--- src/rtl/apb_requester.sv ---
// rtl/apb_requester.sv - APB requester turning valid/ready commands into single APB transfers
// One transfer in flight; responses carry read data or a timeout error.
module apb_requester #(
    parameter int ADDR_W           = 32,
    parameter int DATA_W           = 32,
    parameter int RD_CAPTURE_DELAY = 1,
    parameter int TIMEOUT_CYCLES   = 16
) (
    input  logic              pclk,
    input  logic              presetn,
    input  logic              cmd_valid,
    output logic              cmd_ready,
    input  logic              cmd_write,
    input  logic [ADDR_W-1:0] cmd_addr,
    input  logic [DATA_W-1:0] cmd_wdata,
    output logic              rsp_valid,
    input  logic              rsp_ready,
    output logic [DATA_W-1:0] rsp_rdata,
    output logic              rsp_err,
    output logic [ADDR_W-1:0] paddr,
    output logic [DATA_W-1:0] pwdata,
    output logic              pwrite,
    output logic              psel,
    output logic              penable,
    input  logic              pready,
    input  logic [DATA_W-1:0] prdata
);

    localparam int TO_W = (TIMEOUT_CYCLES > 0) ? $clog2(TIMEOUT_CYCLES + 1) : 1;
    localparam int RC_W = (RD_CAPTURE_DELAY > 1) ? $clog2(RD_CAPTURE_DELAY + 1) : 1;
    localparam logic [TO_W-1:0] TO_LIMIT = TO_W'(TIMEOUT_CYCLES);
    localparam logic [RC_W-1:0] RC_LAST  = RC_W'((RD_CAPTURE_DELAY > 0) ? RD_CAPTURE_DELAY - 1 : 0);

    typedef enum logic [2:0] {
        IDLE,
        SETUP,
        ACCESS,
        RCAP,
        RESP
    } state_t;

    state_t            state, state_n;
    logic              psel_n, penable_n, pwrite_n;
    logic [ADDR_W-1:0] paddr_n;
    logic [DATA_W-1:0] pwdata_n;
    logic              rsp_valid_n, rsp_err_n;
    logic [DATA_W-1:0] rsp_rdata_n;
    logic [TO_W-1:0]   to_cnt, to_cnt_n, to_cnt_inc;
    logic [RC_W-1:0]   rc_cnt, rc_cnt_n;

    assign cmd_ready = (state == IDLE);

    // Saturating increment so a disabled or long timeout never wraps back to zero.
    assign to_cnt_inc = (to_cnt == '1) ? to_cnt : to_cnt + 1'b1;

    always_ff @(posedge pclk or negedge presetn) begin
        if (!presetn) begin
            state     <= IDLE;
            psel      <= 1'b0;
            penable   <= 1'b0;
            pwrite    <= 1'b0;
            paddr     <= '0;
            pwdata    <= '0;
            rsp_valid <= 1'b0;
            rsp_err   <= 1'b0;
            rsp_rdata <= '0;
            to_cnt    <= '0;
            rc_cnt    <= '0;
        end else begin
            state     <= state_n;
            psel      <= psel_n;
            penable   <= penable_n;
            pwrite    <= pwrite_n;
            paddr     <= paddr_n;
            pwdata    <= pwdata_n;
            rsp_valid <= rsp_valid_n;
            rsp_err   <= rsp_err_n;
            rsp_rdata <= rsp_rdata_n;
            to_cnt    <= to_cnt_n;
            rc_cnt    <= rc_cnt_n;
        end
    end

    always_comb begin
        state_n     = state;
        psel_n      = psel;
        penable_n   = penable;
        pwrite_n    = pwrite;
        paddr_n     = paddr;
        pwdata_n    = pwdata;
        rsp_valid_n = rsp_valid;
        rsp_err_n   = rsp_err;
        rsp_rdata_n = rsp_rdata;
        to_cnt_n    = to_cnt;
        rc_cnt_n    = rc_cnt;

        case (state)
            IDLE: begin
                if (cmd_valid) begin
                    paddr_n  = cmd_addr;
                    pwrite_n = cmd_write;
                    pwdata_n = cmd_wdata;
                    psel_n   = 1'b1;
                    to_cnt_n = '0;
                    state_n  = SETUP;
                end
            end
            SETUP: begin
                penable_n = 1'b1;
                state_n   = ACCESS;
            end
            ACCESS: begin
                if (pready) begin
                    psel_n    = 1'b0;
                    penable_n = 1'b0;
                    rsp_err_n = 1'b0;
                    if (pwrite) begin
                        rsp_rdata_n = '0;
                        rsp_valid_n = 1'b1;
                        state_n     = RESP;
                    end else if (RD_CAPTURE_DELAY == 0) begin
                        rsp_rdata_n = prdata;
                        rsp_valid_n = 1'b1;
                        state_n     = RESP;
                    end else begin
                        rc_cnt_n = '0;
                        state_n  = RCAP;
                    end
                end else begin
                    to_cnt_n = to_cnt_inc;
                    if ((TIMEOUT_CYCLES != 0) && (to_cnt_inc >= TO_LIMIT)) begin
                        psel_n      = 1'b0;
                        penable_n   = 1'b0;
                        rsp_err_n   = 1'b1;
                        rsp_rdata_n = '0;
                        rsp_valid_n = 1'b1;
                        state_n     = RESP;
                    end
                end
            end
            RCAP: begin
                // Registered-read slaves present data the cycle after the access completes.
                if (rc_cnt == RC_LAST) begin
                    rsp_rdata_n = prdata;
                    rsp_valid_n = 1'b1;
                    state_n     = RESP;
                end else begin
                    rc_cnt_n = rc_cnt + 1'b1;
                end
            end
            RESP: begin
                if (rsp_ready) begin
                    rsp_valid_n = 1'b0;
                    rsp_err_n   = 1'b0;
                    state_n     = IDLE;
                end
            end
            default: begin
                state_n = IDLE;
            end
        endcase
    end

endmodule

--- config.mk ---
export PLATFORM = sky130hd
export DESIGN_NAME = apb_requester
export DESIGN_NICKNAME = d
export VERILOG_FILES = /design/src/rtl/apb_requester.sv
export SDC_FILE = /design/constraint.sdc
export NUM_CORES = 1
export LEC_CHECK = 0
export CAP_MARGIN = 15
export CORE_ASPECT_RATIO = 0.6
export CORE_UTILIZATION = 41
export CTS_CLUSTER_DIAMETER = 200
export DETAILED_ROUTE_END_ITERATION = 8
export PLACE_DENSITY = 0.92
export SETUP_SLACK_MARGIN = 0.4
export SYNTH_ARGS = -nofsm -noshare
export SYNTH_HDL_FRONTEND = slang
export SYNTH_SLANG_ARGS = --single-unit
--- constraint.sdc ---
create_clock -name pclk -period 1.87 [get_ports pclk]
set_input_delay 0.187 -clock pclk [delete_from_list [all_inputs] [get_ports pclk]]
set_output_delay 0.187 -clock pclk [all_outputs]
set_load 0.005 [all_outputs]
# After elaboration in Yosys (flattened, before gate mapping)
# Cells that the tools add are included.
word_totals:
  output_inout_bits: 102
  word_cells: 75
  input_bits: 102
  register_bits: 110
op_classes:
  n_reduce_logical: 15
  eq_ne: 13
  order_cmp: 1
  n_addsub: 2
  mux: 33
ops:
  columns: ["cell", "n"]
  rows:
  - ["2-to-1 mux 32 bit", 4]
  - ["case mux 32 bit (2 select lines)", 1]
  - ["2-to-1 mux 3 bit", 6]
  - ["2-to-1 mux 5 bit", 3]
  - ["case mux 3 bit (5 select lines)", 1]
  - ["2-to-1 mux 1 bit", 12]
  - ["!= test 2 bit, second input constant", 6]
  - ["AND reduction 3 bit", 4]
  - ["case mux 5 bit (2 select lines)", 1]
  - ["case mux 1 bit (2 select lines)", 4]
  - ["AND reduction 4 bit", 2]
  - ["nonzero test 2 bit", 4]
  - ["== test 3 x 2 -> 1 bit, second input constant", 2]
  - ["!= test 3 bit, second input constant", 2]
  - ["adder 5 x 1 -> 5 bit, second input constant", 1]
  - ["== test 5 bit, second input constant", 1]
  - ["greater-or-equal comparator 5 bit, second input constant", 1]
  - ["AND reduction 5 bit", 1]
  - ["AND reduction 2 bit", 2]
  - ["== test 3 x 1 -> 1 bit, second input constant", 1]
  - ["== test 3 bit, second input constant", 1]
  - ["logical NOT 3 bit", 1]
  - ["case mux 1 bit (3 select lines)", 1]
  - ["nonzero test 3 bit", 1]
  - ["adder 1 bit, second input constant", 1]

# Longest topological paths before layout
logic_depth:
  ltp_word: 6
  depth_mapped: 6
  mapped_depth_nobuf: 5

# Least setup slack after synthesis
# Ideal clock, no wire load.
synth_timing:
  path_kind: "register -> register"
  from: "register state[0]"
  to: "register paddr[25]"
  period_less_slack_ns: 1.595
  path_buffers: 3
  path_stages_with_launch: 7
  path_slack_ns: 0.275
  t_arrival_ns: 1.470
  t_required_ns: 1.745
  setup_ns: 0.125
  cell_sequence: "dfrtp_1 buf_4 or2_4 nor2_8 buf_6 buf_8 mux2_4"
synth_via:
  elab_chain_cells: 2
synth_lines:
  columns: ["item", "line_no", "text"]
  rows:
  - ["start, declared", "42", "state_t state, state_n;"]
  - ["start signal, assigned", "70", "state <= state_n;"]
  - ["logical NOT 3 bit", "97", "case (state)"]
  - ["AND reduction 2 bit (no source line)", null, null]
  - ["end signal, assigned", "74", "paddr <= paddr_n;"]
  - ["end, declared", "20", "output logic [ADDR_W-1:0] paddr,"]
# No other way between the ends.
# A chain may end at the register's enable or synchronous reset.

# Worst setup path after layout
layout_timing:
  from: "register state[1]"
  to: "register pwdata[25]"
layout_via:
  elab_chain_cells: 2
layout_lines:
  columns: ["item", "line_no", "text"]
  rows:
  - ["logical NOT 3 bit", "97", null]
  - ["AND reduction 2 bit (no source line)", null, null]
  - ["end signal, assigned", "75", "pwdata <= pwdata_n;"]
  - ["end, declared", "21", "output logic [DATA_W-1:0] pwdata,"]
# No other way between the ends.

==> summary.md <==
| Metric | Value |
|---|---|
| Status | finished clean |
| Port-buffer cells | 203 |
| Antenna cells | 0 |
| WHS Endpoint | rsp_rdata[31] |
| Post-DR vias/cell | slightly below 5 |
| First-pass GRT wire length | between 15000 and 20000 um |
| Crit-path cells | nand2b_2 > nor2_8 > buf_12 > mux2_2 |
| Crit Path Class | register to register |
| Max-slew violations | 0 |
| Fin crit period | approximately 1.6 ns |
| CTS tree | done |
| H-tree levels | 3 |
| Count leader, synth | dfrtp_1 |
| Global route total overflow | 0 |
| Layout cell share with drive strength beyond 1 | 25.00% |
| Area post-placement | ~6500 um^2 |
| Design area | roughly 7100 um^2 |
| Pre-antenna DRT Iters | 4 |
| Setup TNS | 0 ns |
| Antenna Violating Nets Remaining | 0 |
| WP data required | roughly 2.1 ns |
| # setup viols final | 0 |
| Commonest cells post-synth | 109 x dfrtp_1, 59 x mux2_2, 33 x a22o_1 |
| Worst r2r src | state[1] |
| Clock sinks | 109 |
| Ys Warns | 0 |
| Die ar. | ~11000 um^2 |
| Worst slew margin | slightly above 60% |
| Cts bufs inserted | 9 |
| Core Region | between 9000 and 10000 um^2 |
| Worst-Skew Late Latency | 0.34 ns |
| I/O pins | between 200 and 250 |
| Tot Pwr | 11.74 mW |
| Startpoint types | register |
| Chip height | between 80 and 90 um |
| Vias in the first global route | 3307 |
| Yosys reg bits | roughly 110 |
| Hold depth | 2 |
| Syn nets | about 380 |
| Die Width | between 100 and 150 um |
| Via count | about 3200 |
| Reg clk slew, reported paths | around 0.070 ns |
| Total of max-cap violations | 0 |
| Largest net degree at the start of global routing | 110 |
| Worst Path Max Fanout | 18 |
| EDFF count, synth | 0 |
| Post-route DRC | 0 |
| Root buffer cell | clkbuf_16 |
| Synth Area per Inst | about 15 um^2 |
| Placer Congestion | between 0.7 and 0.8 |
| Seq/Total Area, Yosys | 64.33% |
| Total Routed Length | 11500 um |
| CP arrival | ~1.8 ns |
| Finished Core Util | a little under three quarters |
| Power per cell area | 1654 nW/um^2 |
| Hold Fails Final Rpt | 0 |
| Period Utilization, post-route | about 85% |
| Tightest Pin Transition | ~0.58 ns |
| Leakage | between 3 and 4 nW |
| Initial Util | a little over two fifths |
| Average wire per standard cell | about 18 um |
| Synth top area share | 64.33% |
| R2R depth | 4 |
| Syn Inst Count | 281 |
| Largest buffer count on any clock path | 2 |
| Total Nets Final | slightly above 600 |
| Slowest cell delay on critical path | ~0.4 ns |
| RSZ-0062 raised after global routing | yes |
| Rows | 28 |
| DP HPWL | ~7700 um |
| Drt initial violations | around 110 |
| Initial antenna violation count | 0 |
| Slowest-stage cell, CP | dfrtp_1 |
| Cell taking the most area after synthesis | dfrtp_1 |
| GRT Total Usage | a little over a fifth |
| Area Growth Syn to Fin | 67.42% |
| Maximum VDD drop | around 0.00087 V |
| Min-Delay Startpoint | prdata[31] |
| Synth area leaders | dfrtp_1 64%, mux2_2 16%, a22o_1 6.8% |
| Worst Hold Class | input port to register |
| Mapped cell area | between 4000 and 5000 um^2 |
| Unique masters post-synth | 33 |
| Reg2Reg Setup Slack | 0.27 ns |
| Ys flop type | dfrtp_1 |
| Crit. End Element | register |
| Clock Skew | between 0.005 and 0.006 ns |
| Reg2reg end | pwdata[25] |
| Ys async rst share | 100.0% |
| Fmax | 626.3 MHz |
-- state kept, by name (all words and copies together) (netlist names) --
signal / count
rsp_rdata: 32
rsp_valid: 1
psel: 1
pwrite: 1
paddr: 32
state: 3
penable: 1
rsp_err: 1
to_cnt: 5
pwdata: 32
-- worst max path at each step --
stage	slack [ns]	endpoint	startpoint	cells past startpoint
after detailed placement	0.09	pwdata[25]	cmd_valid	5
final	0.27	pwdata[25]	state[1]	4
after floorplan	0.31	paddr[25]	state[0]	6
after CTS	0.30	rsp_rdata[22]	state[1]	6
after global routing	0.22	rsp_rdata[26]	state[1]	6
after global placement	0.13	pwdata[23]	cmd_valid	5
-- power breakdown --
part | total (mW) | switching (mW) | internal [mW]
sequential | 4.13 | 0.643 | 3.49
combinational | 5.58 | 1.85 | 3.73
clock | 2.03 | 0.855 | 1.18
-- critical path: cells and delay by family (launching register included) --
| family | cells | cell delay, ns |
|---|---|---|
| simple gates | 2 | 0.50 |
| mux | 1 | 0.35 |
| flops | 1 | 0.41 |
| buf+inv | 1 | 0.20 |
-- cell type report --
type	instances	area (um^2)
clock inverters	7	100.1
well taps	135	168.9
clock buffers	9	225.2
flip-flops and latches	109	2729
multi-input cells	154	1441
fillers	672	2850
repair buffers	235	2427
inverters	2	7.507
-- layer usage --
layer | wire (um) | part of all wire [%] | GRT usage (%) | vias to the layer above
li1 | - | - | - | 1481
met1 | 5005 | 44 | 27.58 | 1618
met2 | 5551 | 48 | 33.13 | 125
met3 | 876 | 7.6 | 7.678 | 7
met4 | 65 | 0.57 | 4.432 | 0
met5 | 0 | 0 | 0 | -
-- per-stage QoR --
stage	hold WS (ns)	setup WS [ns]	std cells
floorplan	-0.1086	0.3124	281
global placement	0.2992	0.1311	614
detailed placement	0.3058	0.09381	614
CTS	0.4328	0.2989	634
global route	0.4431	0.2204	651
finish	0.4494	0.2734	651
-- placed cells by master, fill, tap and decap left out, drive strengths merged, types with 2 or more instances in the layout --
cell type and instances:
o21ai 7, nor2b 4, clkdlybuf4s50 197, mux2 65, nor2 9, inv 2, bufinv 2, nand2b 3
clkinv 2, and2 2, nand3 3, dfrtp 109, clkinvlp 3, dlymetal6s2s 4, a22o 33, buf 30
nand2 6, a31oi 2, clkbuf 12, a21oi 8
-- cell families (layout without fill, tap and decap cells) --
group,count (synthesis),count (layout),synth area share [%]
AND/OR/NAND/NOR,32,32,4.426
XOR/XNOR,1,1,0.2066
adder cells (fa/ha/maj),1,1,0.2950
flip-flops,109,109,64.33
buffers and inverters,18,253,2.950
AO/OA/AOI/OAI,55,55,10.00
multiplexers,65,65,17.79
-- repair_timing --
action	in CTS	in global routing
setup buffers	2	13
gates cloned	1	4
hold endpoints to repair	109	0
hold buffers	1	0
gates resized for setup	8	15
endpoints found under the setup margin	101	110
pin swaps	1	13
(Power assumes the default switching activity.)
